**config.mk**
```make
export PLATFORM = sky130hd
export DESIGN_NAME = rr_priority_arbiter
export DESIGN_NICKNAME = d
export VERILOG_FILES = /design/src/rtl/rr_priority_arbiter.sv
export SDC_FILE = /design/constraint.sdc
export NUM_CORES = 1
export LEC_CHECK = 0
export CORE_MARGIN = 10
export CORE_UTILIZATION = 51
export DETAILED_ROUTE_END_ITERATION = 12
export PLACE_DENSITY = 0.85
export SKIP_LAST_GASP = 1
export SLEW_MARGIN = 20
export SYNTH_ARGS = -nofsm -noshare
export SYNTH_HDL_FRONTEND = slang
export SYNTH_SLANG_ARGS = --single-unit
```
**constraint.sdc**
```tcl
create_clock -name clk -period 2.65 [get_ports clk]
set_input_delay 0.6625 -clock clk [delete_from_list [all_inputs] [get_ports clk]]
set_output_delay 0.6625 -clock clk [all_outputs]
set_load 0.005 [all_outputs]
```
**src/rtl/rr_priority_arbiter.sv**
```systemverilog
// Four-requester arbiter with selectable fixed-priority or round-robin arbitration.
// The arbiter holds a grant until the owner drops its request or MAX_HOLD cycles have elapsed.
module rr_priority_arbiter #(
  parameter int unsigned MAX_HOLD = 8,
  parameter int unsigned CNT_W    = 8
) (
  input  logic       clk,
  input  logic       rst,
  input  logic [3:0] req,
  input  logic       rr_en,
  output logic [3:0] gnt,
  output logic [1:0] gnt_id,
  output logic       gnt_valid,
  output logic       timeout
);

  typedef enum logic {StIdle, StGrant} state_e;

  localparam logic [CNT_W-1:0] HoldLast = CNT_W'(MAX_HOLD - 1);

  state_e           state_q, state_d;
  logic [3:0]       gnt_q, gnt_d;
  logic [1:0]       gnt_id_q, gnt_id_d;
  logic             gnt_valid_q, gnt_valid_d;
  logic             timeout_q, timeout_d;
  logic [CNT_W-1:0] hold_cnt_q, hold_cnt_d;
  logic [1:0]       last_id_q, last_id_d;
  logic [1:0]       win_id;

  // Scan from lowest to highest priority so that the last hit is the winner.
  always_comb begin
    logic [1:0] idx;
    win_id = 2'd0;
    idx    = 2'd0;
    if (rr_en) begin
      for (int k = 4; k >= 1; k--) begin
        idx = last_id_q + 2'(k);
        if (req[idx]) win_id = idx;
      end
    end else begin
      for (int i = 0; i < 4; i++) begin
        if (req[i]) win_id = 2'(i);
      end
    end
  end

  always_comb begin
    state_d     = state_q;
    gnt_d       = gnt_q;
    gnt_id_d    = gnt_id_q;
    gnt_valid_d = gnt_valid_q;
    hold_cnt_d  = hold_cnt_q;
    last_id_d   = last_id_q;
    timeout_d   = 1'b0;
    unique case (state_q)
      StIdle: begin
        gnt_d       = 4'b0000;
        gnt_id_d    = 2'd0;
        gnt_valid_d = 1'b0;
        if (|req) begin
          state_d     = StGrant;
          gnt_d       = 4'b0001 << win_id;
          gnt_id_d    = win_id;
          gnt_valid_d = 1'b1;
          hold_cnt_d  = '0;
          last_id_d   = win_id;
        end
      end
      StGrant: begin
        if (!req[gnt_id_q] || hold_cnt_q == HoldLast) begin
          state_d     = StIdle;
          gnt_d       = 4'b0000;
          gnt_id_d    = 2'd0;
          gnt_valid_d = 1'b0;
          // An owner that drops on the limit cycle counts as a normal release.
          timeout_d   = req[gnt_id_q];
        end else begin
          hold_cnt_d = hold_cnt_q + 1'b1;
        end
      end
    endcase
  end

  always_ff @(posedge clk) begin
    if (rst) begin
      state_q     <= StIdle;
      gnt_q       <= 4'b0000;
      gnt_id_q    <= 2'd0;
      gnt_valid_q <= 1'b0;
      timeout_q   <= 1'b0;
      hold_cnt_q  <= '0;
      last_id_q   <= 2'd3;
    end else begin
      state_q     <= state_d;
      gnt_q       <= gnt_d;
      gnt_id_q    <= gnt_id_d;
      gnt_valid_q <= gnt_valid_d;
      timeout_q   <= timeout_d;
      hold_cnt_q  <= hold_cnt_d;
      last_id_q   <= last_id_d;
    end
  end

  assign gnt       = gnt_q;
  assign gnt_id    = gnt_id_q;
  assign gnt_valid = gnt_valid_q;
  assign timeout   = timeout_q;

endmodule

```
==> results.ini, run 1 <==
[outcome]
status=complete, no violations

[setup_path]
r2r_cells=5
cp_slowest_cell=clkdlybuf4s50_1
cp.required_ns=2.87
path_max_fanout=8
slowest_delay_ns=0.51
r2r-end=hold_cnt_q[1]
path_cells=clkdlybuf4s50_1 > mux4_2 > and2_1 > a21oi_2 > a21oi_1 > a211oi_1
critical_path_class=input pin to register
cp.arrival_ns=2.43
end_kind=register
r2r_setup_slack_ns=0.82
r2r_start=hold_cnt_q[3]
worstSetupStartpointType=input pin

[clocking]
cts_resized=0
clock-root-buffer=clkbuf_4
tritoncts=done
clock_sinks=19
path_clk_slew_ns=0.11
cts_buffers=3
holdBufCountCts=0
clk_path_buf_depth=2
clk_latency_ns=0.31
cts.htree.levels=1
cts_setup_buffers=0

[yosys]
synth.cell_area_um2=926
synth_top_area_share_pct=41.1
synthFlopType=dfxtp_1
ys_seq_area_share_pct=41.1
syn_nets=117
yosys-top-cells-count=19 x dfxtp_1, 12 x nor2_1, 9 x nand2_1
synth-edff-count=0
synthCells=109
yosysMostFrequentCell=dfxtp_1
async_reset_ff_share_pct=0
ys_seq_elements=19
synth_cell_types=36
yosys_warnings=0
avgSynthCellArea_um2=8.49
yosysTopAreaCell=dfxtp_1
synth_area_leaders=dfxtp_1 41%, nor2_1 4.9%, nand3_1 4.3%

[final_layout]
synthToLayoutAreaGrowth_pct=21.9
antenna_cells=0
nFillCells=160
nNetsFinal=136
multi_input_area_um2=519
drive_above_1_share_pct=9.45
register_area_um2=380

[sta]
fin_crit_sh_pct=83.1
slew_headroom_pct=73.9
fin_crit_ns=2.20
setup_slack_ns=0.447
final_max_slew_viol_count=0
fmax_mhz=454
setup-violations-final=0
hold_violations=0
clock_skew_ns=0.00816
rsz0062_at_grt=false
setup_tns_ns=0
worst_slew_pin_slew_ns=0.390

[drt]
ant_nets=0
drc=0
via_per_inst=5.68
num_vias=863
finalWirelength_mm=2.17
drt_iter0_markers=43
drtPass1Iterations=4
wl_per_cell_um=14.3

[power]
p_comb_share_pct=20.2
p_switching_uw=167
swShare_pct=28.6
p_int_uw=417
p_per_area_nw_per_um2=518
worst_ir_drop_vdd_mv=0.455
leakage_nw=0.417
pwr-share-clk_pct=25.4
seqPwrFrac_pct=54.3

[floorplanning]
start_util_pct=53.6
fp.dieW_um=62.6
io-pin-count=15
die_h_um=62.6
core_um2=1730
num_rows=15
die-area_um2=3920

[worst_hold_path]
hold_class=register to register
whs_path_depth=2
min_to=gnt[3]
min_from=gnt[3]

[grt]
grt_pass1_vias=779
grt_antenna_before_repair=0
track_usage_pct=10.9
grt_start_max_net_pins=14
overflow=0
grt_pass1_wl_mm=3.50

[placed_design]
place.port_buffers=14
dp_slack_ns=0.140
place.detailed.hpwl_mm=1.63
routabilityCongestion=0.822

[run]
cap_violations=0

cells by family after synthesis:
kind of cell,Yosys count,share of synthesized area (%)
and+or+nand+nor,49,27.8
AOI/OAI and AO/OA,29,19.6
DFF,19,41.1
buffers and inverters,5,2.84
xor gates and xnor gates,4,3.78
muxes,2,3.51
adders and majority gates,1,1.35
power by group through the flow:
stage	clock network (mW)	registers, mW	logic, mW
after global placement	0	0.323	0.114
after detailed placement	0	0.324	0.117
after floorplan	0	0.321	0.0700
final	0.148	0.317	0.118
after CTS	0.150	0.317	0.118
after global routing	0.164	0.319	0.129
placed cells by master (no fill, tap or decap), types with 4 or more instances in the layout:
| cell | Yosys | routed |
|---|---|---|
| nor2_1 | 12 | 12 |
| dfxtp_1 | 19 | 19 |
| o21ai_1 | 4 | 4 |
| nand4_1 | 5 | 5 |
| a21oi_1 | 7 | 7 |
| nand2_1 | 9 | 9 |
| xor2_1 | 4 | 4 |
| nand3_1 | 8 | 8 |
| o21ai_0 | 5 | 5 |
| clkdlybuf4s50_1 | 0 | 14 |
cell type report:
type	count	area share, %
Tap cell	25	2.77
Sequential cell	19	33.7
Clock inverter	1	0.443
Clock buffer	3	2.00
Inverter	2	0.665
Timing Repair Buffer	17	14.4
Multi-Input combinational cell	85	46.0
sequential cells by signal (all words and copies together), names as in the netlist:
name,cells
state_q,1
last_id_q,2
gnt_id,2
gnt_valid,1
hold_cnt_q,8
timeout,1
gnt,4
how the worst max path moves through the flow:
stage	slack, ns	endpoint	depth (start not counted)	start
2_1_floorplan	0.61	gnt_id[0]	6	req[3]
3_3_place_gp	0.18	gnt_id[0]	5	req[1]
3_5_place_dp	0.14	hold_cnt_q[3]	6	req[1]
4_1_cts	0.44	hold_cnt_q[3]	6	req[1]
5_1_grt	0.32	hold_cnt_q[3]	6	req[1]
6_report	0.45	hold_cnt_q[3]	6	req[1]
stage by stage:
stage               util (%)  power (mW)  std cells  instance area (um2)  hold WS [ns]
floorplan                  -       0.391        109                  926         0.453
global placement        63.8       0.437        148                 1100         0.445
detailed placement      63.8       0.440        148                 1100         0.451
CTS                     65.4       0.585        152                 1130         0.470
global route            65.4       0.612        152                 1130         0.486
finish                  65.4       0.584        152                 1130         0.470
critical path: cells and delay by family:
family	cells	cell delay, ns
buffers and inverters	1	0.51
and+or+nand+nor	1	0.25
AOI/OAI and AO/OA	3	0.51
muxes	1	0.49
metal layers:
layer | part of all wire, % | global-route usage, % | vias to the layer above
met5 | 0 | 0 | -
met4 | 2.4 | 7.26 | 0
met3 | 6.5 | 3.76 | 5
met2 | 44 | 16.4 | 31
met1 | 47 | 12.6 | 389
li1 | - | - | 438
Power figures use the tool's default switching activity.
==> inputs of run 2 (changes only) <==
--- a/config.mk
+++ b/config.mk
@@ -6,9 +6,9 @@
 export NUM_CORES = 1
 export LEC_CHECK = 0
 export CORE_MARGIN = 10
-export CORE_UTILIZATION = 51
+export CORE_UTILIZATION = 46
 export DETAILED_ROUTE_END_ITERATION = 12
-export PLACE_DENSITY = 0.85
+export PLACE_DENSITY = 0.81
 export SKIP_LAST_GASP = 1
 export SLEW_MARGIN = 20
 export SYNTH_ARGS = -nofsm -noshare
==> constraint.sdc (replaced) <==
create_clock -name clk -period 2 [get_ports clk]
set_input_delay 0.5 -clock clk [delete_from_list [all_inputs] [get_ports clk]]
set_output_delay 0.5 -clock clk [all_outputs]
set_load 0.005 [all_outputs]
==> run 2 against run 1 <==
Compared with the run above: sequential cell count did not move; routed wire length is 0.83% higher; via count increased by 3.8%; worst setup slack got worse by 0.36 ns; final cell count increased by 3.9%; critical path depth shrank 1; clock power rose by 28%; critical path type unchanged; largest cell class unchanged; largest power group unchanged.
==> results.ini, run 2 (synthesized netlist as in run 1, its figures left out) <==
[setup_path]
cp.arrival_ns=2.11  ; -0.32 ns
path_max_fanout=13  ; +5
crit_buf_inv=1  ; unchanged
cp-startpoint=req[1]
r2r_cells=4  ; -1
critical_path_class=input pin to register
r2r_start=hold_cnt_q[3]
path_cells=clkdlybuf4s50_1 > mux4_2 > and2_2 > and2_4 > a32o_1
slowest_delay_ns=0.45  ; -0.06 ns
r2r-end=gnt_id[0]
cp.required_ns=2.19  ; -0.68 ns
end_kind=register
cpLargestDelayFamily=simple AND/OR/NAND/NOR gates
cp_slowest_cell=mux4_2
r2r_setup_slack_ns=0.14  ; -0.68 ns
worstSetupStartpointType=input pin

[grt]
grt_pass1_wl_mm=3.61  ; +3.1%
grt_pass1_vias=807  ; +3.6%
busiest_layer=met2
use_met3_pct=3.44  ; -0.33 points
grtUsageMet2_pct=17.6  ; +1.2 points
overflow=0  ; unchanged
track_usage_pct=10.4  ; -0.46 points
use_met1_pct=11.8  ; -0.81 points
grt_start_max_net_pins=14  ; unchanged
grt_antenna_before_repair=0  ; unchanged

[clocking]
clock-root-buffer=clkbuf_4
cts.htree.levels=1  ; unchanged
clk_path_buf_depth=2  ; unchanged
cts_setup_buffers=0  ; unchanged
path_clk_slew_ns=0.10  ; about the same
clk_latency_ns=0.30  ; about the same
tritoncts=done
cts_buffers=3  ; unchanged
clock_sinks=19  ; unchanged

[run]
cap_violations=0  ; unchanged

[drt]
drt_iter0_markers=29  ; -33%
via_per_inst=5.67  ; -0.12%
drtPass1Iterations=4  ; unchanged
ant_nets=0  ; unchanged
drc=0  ; unchanged
finalWirelength_mm=2.19  ; +0.83%
wl_per_cell_um=13.8  ; -3.0%
num_vias=896  ; +3.8%

[floorplanning]
die-area_um2=4210  ; +7.3%
start_util_pct=47.7  ; -5.9 points
num_rows=16  ; +1
fp.dieW_um=64.9  ; +3.6%
io-pin-count=15  ; unchanged
die_h_um=64.9  ; +3.6%
core_um2=1940  ; +12%

[power]
leakage_nw=0.439  ; +5.3%
worst_ir_drop_vdd_mv=0.416  ; -8.6%
p_per_area_nw_per_um2=666  ; +29%

[final_layout]
top_register=hold_cnt_q
nNetsFinal=140  ; +2.9%
final_cell_mix=19 x dfxtp_1, 14 x clkdlybuf4s50_1, 12 x nor2_1, 9 x nand2_1, 8 x nand3_1
final_area_um2=1170  ; +3.7%
antenna_cells=0  ; unchanged
mostFrequentLayoutCell=dfxtp_1
largest_reg_flops=8  ; unchanged
post-route-util_pct=60.2  ; -5.1 points
drive_above_1_share_pct=13.0  ; +3.5 points
synthToLayoutAreaGrowth_pct=26.4

[placed_design]
place.detailed.hpwl_mm=1.72  ; +6.0%
placed_area_um2=1130  ; +3.0%
place.port_buffers=14  ; unchanged
routabilityCongestion=0.816  ; -0.74%

[sta]
fmax_mhz=521
rsz0062_at_grt=false
final_max_slew_viol_count=0  ; unchanged
setup_tns_ns=0  ; unchanged
slew_headroom_pct=80.0  ; +6.1 points
fin_crit_sh_pct=95.9
fin_crit_ns=1.92
clock_skew_ns=0.00773  ; -0.000429 ns
worst_slew_pin_slew_ns=0.298  ; -0.0918 ns
hold_violations=0  ; unchanged
setup-violations-final=0  ; unchanged

[worst_hold_path]
hold_class=register to register
min_from=gnt[1]
whs_path_depth=2  ; unchanged
min_to=gnt[1]

[outcome]
status=complete, no violations

run 2: cell types whose count changed in the layout (fill, tap and decap cells not counted), sizes merged:
cell / previous run / this run
buf: 3 / 7
run 2: report_power, final:
group          total, mW  leakage [nW]  internal [mW]  switching [mW]
clock              0.190        0.0177         0.0744           0.116
sequential         0.421         0.155          0.400          0.0211
combinational      0.169         0.266         0.0887          0.0799
total              0.779         0.439          0.563           0.216
run 2: worst min-delay path, cell delays in order, from the launching register on:
cell and delay [ns]:
dfxtp_1 0.32, nand3_1 0.05, o21ai_1 0.05
run 2: repair_timing:
| action | CTS | global route |
|---|---|---|
| hold buffers | 0 | 0 |
| endpoints found under the hold margin | 0 | 0 |
| gates resized for setup | 0 | 2 |
| setup endpoints to repair | 0 | 2 |
run 2: cell type report:
type / instances / area (um2)
fill: 189 / 772
sequential: 19 / 380
multi-input combinational: 85 / 528
tap: 27 / 33.8
timing repair buffer: 21 / 193
inverter: 2 / 7.51
clock inverter: 1 / 5.00
clock buffer: 3 / 22.5
run 2: how the worst max path moves through the flow:
stage,endpoint,depth (start not counted)
floorplan,gnt_id[0],6
CTS,hold_cnt_q[3],6
detailed placement,hold_cnt_q[3],6
finish,gnt_id[0],5
global placement,hold_cnt_q[3],6
global route,hold_cnt_q[1],6
run 2: layer usage:
metal / up-vias / wire, um
met5: - / 0
met4: 0 / 28
met3: 4 / 134
met2: 24 / 1080
met1: 425 / 950
li1: 443 / -
run 2: metrics by stage:
stage | setup WS (ns) | power (mW) | std cells | hold WS [ns]
2_1_floorplan | 0.122 | 0.518 | 109 | 0.453
3_3_place_gp | -0.204 | 0.588 | 154 | 0.454
3_5_place_dp | -0.243 | 0.594 | 154 | 0.457
4_1_cts | 0.0687 | 0.784 | 158 | 0.472
5_1_grt | 0.00537 | 0.818 | 158 | 0.492
6_report | 0.0823 | 0.779 | 158 | 0.466
==> inputs of run 3 (changes only) <==
--- a/config.mk
+++ b/config.mk
@@ -5,8 +5,10 @@
 export SDC_FILE = /design/constraint.sdc
 export NUM_CORES = 1
 export LEC_CHECK = 0
-export CORE_MARGIN = 10
+export CORE_ASPECT_RATIO = 0.7
+export CORE_MARGIN = 4
 export CORE_UTILIZATION = 46
+export CTS_BUF_LIST = sky130_fd_sc_hd__clkbuf_16
 export DETAILED_ROUTE_END_ITERATION = 12
 export PLACE_DENSITY = 0.81
 export SKIP_LAST_GASP = 1
==> run 3 against run 2 <==
Compared with the run above: sequential cell count unchanged; non-clock buffer count increased by 2; routed wire length decreased by 0.46%; clock skew decreased by 0.0034 ns; combinational power increased by 2%; final cell count decreased by 1.9%; critical path depth unchanged; via count decreased by 1.7%; final area increased by 5.2%; count of clock-buffer cells in the layout unchanged; utilization increased by 5.0 points; clock power increased by 110%.
==> results.ini, run 3 (synthesized netlist as in run 1, its figures left out) <==
[drt]
num_vias=881  ; -1.7%
via_per_inst=5.68  ; +0.23%
wl_per_cell_um=14.1  ; +1.5%
drc=0  ; unchanged
finalWirelength_mm=2.18  ; -0.46%
drt_iter0_markers=29  ; unchanged
ant_nets=0  ; unchanged
drtPass1Iterations=4  ; unchanged

[placed_design]
place.port_buffers=14  ; unchanged
routabilityCongestion=0.778  ; -4.6%
dp_cells=151  ; -1.9%
place.detailed.hpwl_mm=1.74  ; +0.95%
dp_slack_ns=-0.199  ; +0.0448 ns

[sta]
fin_crit_sh_pct=97.3  ; +1.4 points
setup-violations-final=0  ; unchanged
hold_violations=0  ; unchanged
slew_headroom_pct=79.4  ; -0.64 points
worst_slew_pin_slew_ns=0.306  ; +0.00773 ns
clock_skew_ns=0.00430  ; -0.00343 ns
final_max_slew_viol_count=0  ; unchanged
setup_slack_ns=0.0547  ; -0.0277 ns
fin_crit_ns=1.95  ; +0.0277 ns
fmax_mhz=514  ; -1.4%

[floorplanning]
die_h_um=45.5  ; -30%
fp.dieW_um=61.6  ; -5.0%
die-area_um2=2810  ; -33%
num_rows=13  ; -3
start_util_pct=49.1  ; +1.4 points
core_um2=1890  ; -2.8%
io-pin-count=15  ; unchanged

[final_layout]
synthToLayoutAreaGrowth_pct=33.0
antenna_cells=0  ; unchanged
drive_above_1_share_pct=15.0  ; +2.1 points
largest_reg_flops=8  ; unchanged
final_cells=155  ; -1.9%
nNetsFinal=142  ; +1.4%
final_cell_mix=19 x dfxtp_1, 14 x clkdlybuf4s50_1, 12 x nor2_1, 9 x nand2_1, 9 x buf_4
nFillCells=164  ; -13%
top_register=hold_cnt_q
mostFrequentLayoutCell=dfxtp_1
register_area_um2=380  ; unchanged
multi_input_area_um2=528  ; unchanged

[clocking]
tritoncts=done
clock-root-buffer=clkbuf_16
clk_latency_ns=0.25  ; -0.05 ns
clock_sinks=19  ; unchanged
clk_path_buf_depth=2  ; unchanged
cts_setup_buffers=0  ; unchanged
cts_buffers=3  ; unchanged
cts.htree.levels=1  ; unchanged
path_clk_slew_ns=0.06  ; -0.04 ns

[setup_path]
r2r_start=hold_cnt_q[3]
cp-startpoint=req[3]
critPathCapture=gnt_id[0]
cp.arrival_ns=2.07  ; -0.04 ns
path_max_fanout=13  ; unchanged
end_kind=register
cp.required_ns=2.13  ; -0.06 ns
critical_path_class=input pin to register
r2r_cells=4  ; unchanged
worstSetupStartpointType=input pin
r2r-end=gnt_id[0]
r2r_setup_slack_ns=0.10  ; -0.04 ns

[grt]
grt_pass1_vias=823  ; +2.0%
grt_start_max_net_pins=14  ; unchanged
track_usage_pct=17.6  ; +7.2 points
grt_pass1_wl_mm=3.66  ; +1.4%
overflow=0  ; unchanged
grt_antenna_before_repair=0  ; unchanged

[run]
cap_violations=0  ; unchanged

[worst_hold_path]
hold_class=register to register

[power]
p_per_area_nw_per_um2=811  ; +22%
leakage_nw=0.471  ; +7.3%
worst_ir_drop_vdd_mv=0.712  ; +71%

[outcome]
status=complete, no violations

run 3: worst max-delay path, stage by stage:
cell and delay, ns:
clkdlybuf4s50_1 0.43, mux4_2 0.46, and2_1 0.20, and2_4 0.19, a32o_1 0.28
run 3: worst min path at each step:
| stage | startpoint | to | cells after the start |
|---|---|---|---|
| 2_1_floorplan | gnt_valid | gnt_valid | 2 |
| 3_3_place_gp | gnt_valid | gnt_valid | 2 |
| 3_5_place_dp | gnt_valid | gnt_valid | 2 |
| 4_1_cts | gnt_valid | gnt_valid | 2 |
| 5_1_grt | gnt_valid | gnt_valid | 2 |
| 6_report | gnt[0] | gnt[0] | 2 |
run 3: per-layer routing:
metal | part of all wire, % | track usage [%]
met1 | 49 | 24.4
met4 | 0 | 0.847
met2 | 45 | 27.6
met3 | 6.6 | 6.52
met5 | 0 | 0
run 3: final cells by class:
| cell class | instances | share of cell area [%] |
|---|---|---|
| well taps | 22 | 2.24 |
| clock inverters | 1 | 0.407 |
| clock buffers | 3 | 6.10 |
| inverters | 2 | 0.610 |
| repair buffers | 23 | 16.9 |
| flip-flops and latches | 19 | 30.9 |
| multi-input cells | 85 | 42.9 |
run 3: metrics by stage:
stage / hold WS, ns / cell area [um2] / utilization, % / TNS [ns] / total power [mW]
after floorplan: 0.453 / 926 / - / 0 / 0.518
after global placement: 0.445 / 1140 / 60.5 / -1.51 / 0.591
after detailed placement: 0.449 / 1140 / 60.5 / -2.24 / 0.598
after CTS: 0.460 / 1220 / 64.8 / 0 / 1.00
after global routing: 0.487 / 1230 / 65.3 / -0.000208 / 1.04
final: 0.458 / 1230 / 65.3 / 0 / 0.999
run 3: where the power goes:
part / internal [mW] / switching, mW / leakage [nW]
logic: 0.0920 / 0.0813 / 0.275
registers: 0.400 / 0.0206 / 0.155
clock network: 0.268 / 0.137 / 0.0409
total: 0.760 / 0.239 / 0.471
run 3: timing repair:
item,in CTS,in global routing
gates resized for setup,0,2
hold buffers,0,0
setup endpoints to repair,0,3
